### src/rtl/sha1_pkg.sv
// sha1_pkg: shared constants, encodings and FSM states for the SHA-1 round sequencer.
package sha1_pkg;
    localparam logic [31:0] IV0 = 32'h67452301;
    localparam logic [31:0] IV1 = 32'hefcdab89;
    localparam logic [31:0] IV2 = 32'h98badcfe;
    localparam logic [31:0] IV3 = 32'h10325476;
    localparam logic [31:0] IV4 = 32'hc3d2e1f0;
    localparam logic [31:0] K0 = 32'h5a827999;
    localparam logic [31:0] K1 = 32'h6ed9eba1;
    localparam logic [31:0] K2 = 32'h8f1bbcdc;
    localparam logic [31:0] K3 = 32'hca62c1d6;
    typedef enum logic [1:0] {F_CH = 2'd0, F_PAR0 = 2'd1, F_MAJ = 2'd2, F_PAR1 = 2'd3} fsel_t;
    typedef enum logic [2:0] {S_IDLE, S_LOAD, S_FEED, S_ROUND, S_FINAL, S_DONE} state_t;
    function automatic fsel_t fsel_of(input logic [6:0] t);
        return t < 7'd20 ? F_CH : t < 7'd40 ? F_PAR0 : t < 7'd60 ? F_MAJ : F_PAR1;
    endfunction
    function automatic logic [31:0] k_of(input fsel_t f);
        return f == F_CH ? K0 : f == F_PAR0 ? K1 : f == F_MAJ ? K2 : K3;
    endfunction
endpackage

### src/rtl/sha1_msg_sched.sv
// sha1_msg_sched: 16-word circular buffer that holds the block and expands W_t in place.
module sha1_msg_sched #(
    parameter int TW = 7
) (
    input  logic          clk,
    input  logic          load,
    input  logic [31:0]   load_word,
    input  logic          step,
    input  logic [TW-1:0] t,
    output logic [31:0]   w
);
    logic [31:0] mem_q [16];
    logic [3:0]  i;
    logic [31:0] x;
    assign i = t[3:0];
    // slot i still holds W[t-16] until it is overwritten with W[t] at this edge
    assign x = mem_q[i - 4'd3] ^ mem_q[i - 4'd8] ^ mem_q[i - 4'd14] ^ mem_q[i];
    assign w = (t < TW'(16)) ? mem_q[i] : {x[30:0], x[31]};
    always_ff @(posedge clk) begin
        if (load)
            mem_q[i] <= load_word;
        else if (step && t >= TW'(16))
            mem_q[i] <= w;
    end
endmodule

### src/rtl/sha1_round_ctrl.sv
// sha1_round_ctrl: block loader, round sequencer and chaining-value update for SHA-1.
module sha1_round_ctrl
    import sha1_pkg::*;
#(
    parameter int NUM_ROUNDS = 80,
    parameter int WORD_W     = 32
) (
    input  logic              clk,
    input  logic              reset,
    input  logic              start,
    input  logic              first_block,
    input  logic              msg_valid,
    output logic              msg_ready,
    input  logic [WORD_W-1:0] msg_word,
    output logic              feed,
    output logic              next,
    output logic [WORD_W-1:0] w,
    output logic [WORD_W-1:0] k,
    output logic [1:0]        fsel,
    output logic [WORD_W-1:0] ia,
    output logic [WORD_W-1:0] ib,
    output logic [WORD_W-1:0] ic,
    output logic [WORD_W-1:0] id,
    output logic [WORD_W-1:0] ie,
    input  logic [WORD_W-1:0] st_a,
    input  logic [WORD_W-1:0] st_b,
    input  logic [WORD_W-1:0] st_c,
    input  logic [WORD_W-1:0] st_d,
    input  logic [WORD_W-1:0] st_e,
    output logic [WORD_W-1:0] h0,
    output logic [WORD_W-1:0] h1,
    output logic [WORD_W-1:0] h2,
    output logic [WORD_W-1:0] h3,
    output logic [WORD_W-1:0] h4,
    output logic              busy,
    output logic              done
);
    localparam int TW = $clog2(NUM_ROUNDS);
    state_t            state_q;
    logic [TW-1:0]     t_q;
    logic [WORD_W-1:0] h_q [5];
    logic [31:0]       w_raw;
    fsel_t             f;
    // t_q doubles as the LOAD word index and the round counter
    sha1_msg_sched #(.TW(TW)) u_sched (
        .clk       (clk),
        .load      (msg_ready && msg_valid),
        .load_word (msg_word),
        .step      (next),
        .t         (t_q),
        .w         (w_raw)
    );
    always_ff @(posedge clk) begin
        if (reset) begin
            state_q <= S_IDLE;
            t_q     <= '0;
            h_q     <= '{default: '0};
        end else begin
            case (state_q)
                S_IDLE: if (start) begin
                    state_q <= S_LOAD;
                    t_q     <= '0;
                    if (first_block) h_q <= '{IV0, IV1, IV2, IV3, IV4};
                end
                S_LOAD: if (msg_valid) begin
                    t_q <= (t_q == TW'(15)) ? '0 : t_q + 1'b1;
                    if (t_q == TW'(15)) state_q <= S_FEED;
                end
                S_FEED: state_q <= S_ROUND;
                S_ROUND: begin
                    t_q <= (t_q == TW'(NUM_ROUNDS - 1)) ? '0 : t_q + 1'b1;
                    if (t_q == TW'(NUM_ROUNDS - 1)) state_q <= S_FINAL;
                end
                S_FINAL: begin
                    h_q[0]  <= h_q[0] + st_a;
                    h_q[1]  <= h_q[1] + st_b;
                    h_q[2]  <= h_q[2] + st_c;
                    h_q[3]  <= h_q[3] + st_d;
                    h_q[4]  <= h_q[4] + st_e;
                    state_q <= S_DONE;
                end
                S_DONE:  state_q <= S_IDLE;
                default: state_q <= S_IDLE;
            endcase
        end
    end
    assign msg_ready = state_q == S_LOAD;
    assign feed      = state_q == S_FEED;
    assign next      = state_q == S_ROUND;
    assign busy      = state_q != S_IDLE;
    assign done      = state_q == S_DONE;
    assign f         = fsel_of(7'(t_q));
    assign fsel      = next ? f : F_CH;
    assign k         = next ? k_of(f) : '0;
    assign w         = next ? w_raw : '0;
    assign {ia, ib, ic, id, ie} = {h_q[0], h_q[1], h_q[2], h_q[3], h_q[4]};
    assign {h0, h1, h2, h3, h4} = {h_q[0], h_q[1], h_q[2], h_q[3], h_q[4]};
endmodule

### config.mk
export PLATFORM = sky130hd
export DESIGN_NAME = sha1_round_ctrl
export DESIGN_NICKNAME = d
export VERILOG_FILES = /design/src/rtl/sha1_pkg.sv /design/src/rtl/sha1_msg_sched.sv /design/src/rtl/sha1_round_ctrl.sv
export SDC_FILE = /design/constraint.sdc
export NUM_CORES = 2
export LEC_CHECK = 0
export CORE_UTILIZATION = 52
export DETAILED_ROUTE_END_ITERATION = 7
export PLACE_DENSITY = 0.9
export SLEW_MARGIN = 20
export SYNTH_ARGS = -nofsm -noshare
export SYNTH_HDL_FRONTEND = slang
export SYNTH_SLANG_ARGS = --single-unit
### constraint.sdc
create_clock -name clk -period 6.3 [get_ports clk]
set_input_delay 1.89 -clock clk [delete_from_list [all_inputs] [get_ports clk]]
set_output_delay 1.89 -clock clk [all_outputs]
set_load 0.03 [all_outputs]
==> impl_metrics.env <==
export IMPL_cp_end_kind="primary output"
export IMPL_report_final_slew_viol_count=0
export IMPL_synth_commonest_cells="mux4_2, edfxtp_1, a21oi_1"
export IMPL_worst_r2r_startpoint="state_q[1]$_SDFFE_PP0P_"
export IMPL_avgSynthCellArea_um2=13.8
export IMPL_dp_hpwl_um=119000
export IMPL_fill_cells=6253
export IMPL_ys_ff_latch=686
export IMPL_ys_types=92
export IMPL_cts_tree="built"
export IMPL_grt_pass1_vias=36003
export IMPL_crit_required_ps=4410
export IMPL_status="finished with violations"
export IMPL_critPathKind="reg -> out"
export IMPL_cts_root_buf="clkbuf_16"
export IMPL_layout_min_cycle_time_ps=6320
export IMPL_worstMarginPinSlew_ps=1250
export IMPL_multi_input_area_um2=26000
export IMPL_fmax_ghz=0.158
export IMPL_cp_start_kind="register"
export IMPL_peakVddDrop_uv=267
export IMPL_drc=0
export IMPL_num_io_pins=588
export IMPL_area_delta_synth_final_pct=19.0
export IMPL_p_leak_nw=19.4
export IMPL_start_util_pct=52.4
export IMPL_dieHeight_um=303
export IMPL_r2r_end="u_sched.mem_q[8][28]$_DFFE_PP_"
export IMPL_synthCells=3412
export IMPL_firstDrtPassIters=6
export IMPL_vias_per_cell=7.50
export IMPL_cts_made_buffers=76
export IMPL_grt_max_degree=157
export IMPL_fp_row_count=110
export IMPL_finClkSkew_ps=43.6
export IMPL_drt_iter0_markers=6600
export IMPL_crit_start="t_q[2]$_SDFFE_PP0P_"
export IMPL_seq_area_um2=18900
export IMPL_antenna_found_initial=38
export IMPL_worstHoldPathCells=2
export IMPL_crit_end="w[26]"
export IMPL_grt_pass1_wl_um=254000
export IMPL_synth_top_cell_by_area="edfxtp_1"
export IMPL_rsz0062_at_grt="false"
export IMPL_routed_wl_um=180000
export IMPL_synth_edf_count=512
export IMPL_power_density_nw_per_um2=248
export IMPL_portBuffers=586
export IMPL_dp_slack_ps=629
export IMPL_clk_pin_slew_worst_paths_ps=60
export IMPL_cap_violations=0
export IMPL_cp_arrival_ps=4430
export IMPL_ys_flop_type="edfxtp_1"
export IMPL_r2r_slack_ps=1690
export IMPL_ys_warn_count=0
export IMPL_die_area_um2=92000
export IMPL_drive_gt1_share_pct=24.9
export IMPL_setup_violations=1
export IMPL_nets=4125
export IMPL_clk_insertion_delay_late_ps=690
export IMPL_cts_buffer_depth=3
export IMPL_die_w_um=303
export IMPL_yosysMostFrequentCell="mux4_2"
export IMPL_seq_area_frac_synth_pct=40.0
export IMPL_async_flop_share_pct=0
export IMPL_violations="setup timing"
export IMPL_synthesis_nets=3782
export IMPL_hp_class="reg -> reg"
export IMPL_holdWs_ps=502
export IMPL_post_dp_cell_area_um2=53400
export IMPL_gp_congestion=1.05
export IMPL_vias=37635
export IMPL_ff2ff_path_depth=9
export IMPL_htree_num_levels=3
export IMPL_finalHoldViolations=0
export IMPL_postCtsHoldBufs=0
export IMPL_design_area_um2=56200
export IMPL_antenna_left=0
export IMPL_synth_top_area_share_pct=32.6
export IMPL_fin_ws_ps=-20.5
export IMPL_syn_cell_area_um2=47200
export IMPL_yosys_top_cells_area="edfxtp_1, mux4_2, dfxtp_1"
export IMPL_post_drt_wl_per_cell_um=35.8
export IMPL_period_share_pct=100
export IMPL_maxSlewHeadroom_pct=16.4
export IMPL_cts_sinks=686
export IMPL_gr_total_overflow=0
export IMPL_cp_max_fo=14
export IMPL_track_usage_pct=38.6
export IMPL_fp_coreArea_um2=90000
[state kept, by name, indices dropped and copies added, names as in the netlist, named ones only]
| signal | cells |
|---|---|
| h0 | 32 |
| h1 | 32 |
| h4 | 32 |
| h3 | 32 |
| t_q | 7 |
| h2 | 32 |
| state_q | 3 |
| u_sched.mem_q | 512 |
[cell families after synthesis]
group	Yosys count	synth area share (%)
AO/OA/AOI/OAI	715	9.94
flip-flops	686	40.0
multiplexers	648	30.7
AND/OR/NAND/NOR	505	5.20
buffers and inverters	456	5.30
XOR/XNOR	227	4.21
adder cells (fa/ha/maj)	174	4.69
other	1	0.00794
[cells in the final DEF, fill, tap and decap left out, types with 15 or more instances in the layout]
cell,Yosys,layout
clkdlybuf4s50_1,0,553
or3_1,17,17
xor2_1,123,122
and3_1,16,16
edfxtp_1,512,512
nor3_1,28,27
buf_4,180,72
o21a_1,15,15
a22oi_1,32,32
clkbuf_16,0,78
dfxtp_1,174,166
nand2_1,107,106
mux4_2,640,640
nor2b_1,16,16
a31oi_1,18,18
nand2b_1,30,29
a21o_1,144,144
xnor2_1,104,102
a21oi_1,182,182
nor2_1,181,176
diode_2,0,28
o21bai_1,23,23
inv_1,53,51
buf_12,0,39
ha_1,168,166
nand3_1,38,38
a211oi_1,24,24
o21ai_0,158,158
[worst max-delay path: stages, from the launching register on]
cell	delay [ps]
dfxtp_2	440
inv_2	140
ha_4	140
a21oi_1	90
xnor2_2	970
buf_4	430
mux4_2	370
xor2_1	200
xnor2_1	460
nor2_1	120
a21o_1	230
buf_12	140
[worst min path at each step]
stage / from / endpoint / slack [ps]
floorplan: h2[26]$_SDFFE_PP0P_ / h2[26]$_SDFFE_PP0P_ / 600
global placement: h3[31]$_SDFFE_PP0P_ / h3[31]$_SDFFE_PP0P_ / 480
detailed placement: h3[31]$_SDFFE_PP0P_ / h3[31]$_SDFFE_PP0P_ / 490
CTS: h3[31]$_SDFFE_PP0P_ / h3[31]$_SDFFE_PP0P_ / 500
global route: h3[31]$_SDFFE_PP0P_ / h3[31]$_SDFFE_PP0P_ / 520
finish: h3[31]$_SDFFE_PP0P_ / h3[31]$_SDFFE_PP0P_ / 500
[power breakdown]
group / switching (mW) / internal (mW) / leakage [nW]
registers: 0.217 / 4.96 / 6.03
logic: 2.08 / 1.91 / 12.1
clock network: 2.07 / 2.70 / 1.25
total: 4.37 / 9.57 / 19.4
[stage by stage]
stage	setup TNS, ps	power (mW)	instances	util, %
2_1_floorplan	0	8.02	3412	-
3_3_place_gp	0	8.99	4846	59.3
3_5_place_dp	0	9.13	4846	59.3
4_1_cts	0	13.9	4991	62.3
5_1_grt	0	14.3	5013	62.4
6_report	-20.5	13.9	5021	62.4
[layout make-up]
class | instances | share of cell area, %
multi-input combinational | 2270 | 46.3
sequential | 686 | 33.6
timing repair buffer | 668 | 12.3
clock buffer | 94 | 3.61
tap | 1176 | 2.62
clock inverter | 46 | 1.03
inverter | 53 | 0.354
antenna | 28 | 0.125
[per-layer routing]
metal	global-route usage (%)	up-vias	wire, um	share of wire [%]
met5	0	-	71	0.040
met4	25.1	10	13500	7.5
met3	14.2	929	27100	15
met2	58.1	3956	81600	45
met1	46.8	18325	57500	32
li1	-	14415	-	-
[timing repair]
item | CTS | global route
buffers inserted | 5 | 0
pin swaps | 1 | 0
resized for setup | 1 | 1
gates cloned | 0 | 1
setup endpoints to repair | 14 | 14
Power figures use the tool's default switching activity.
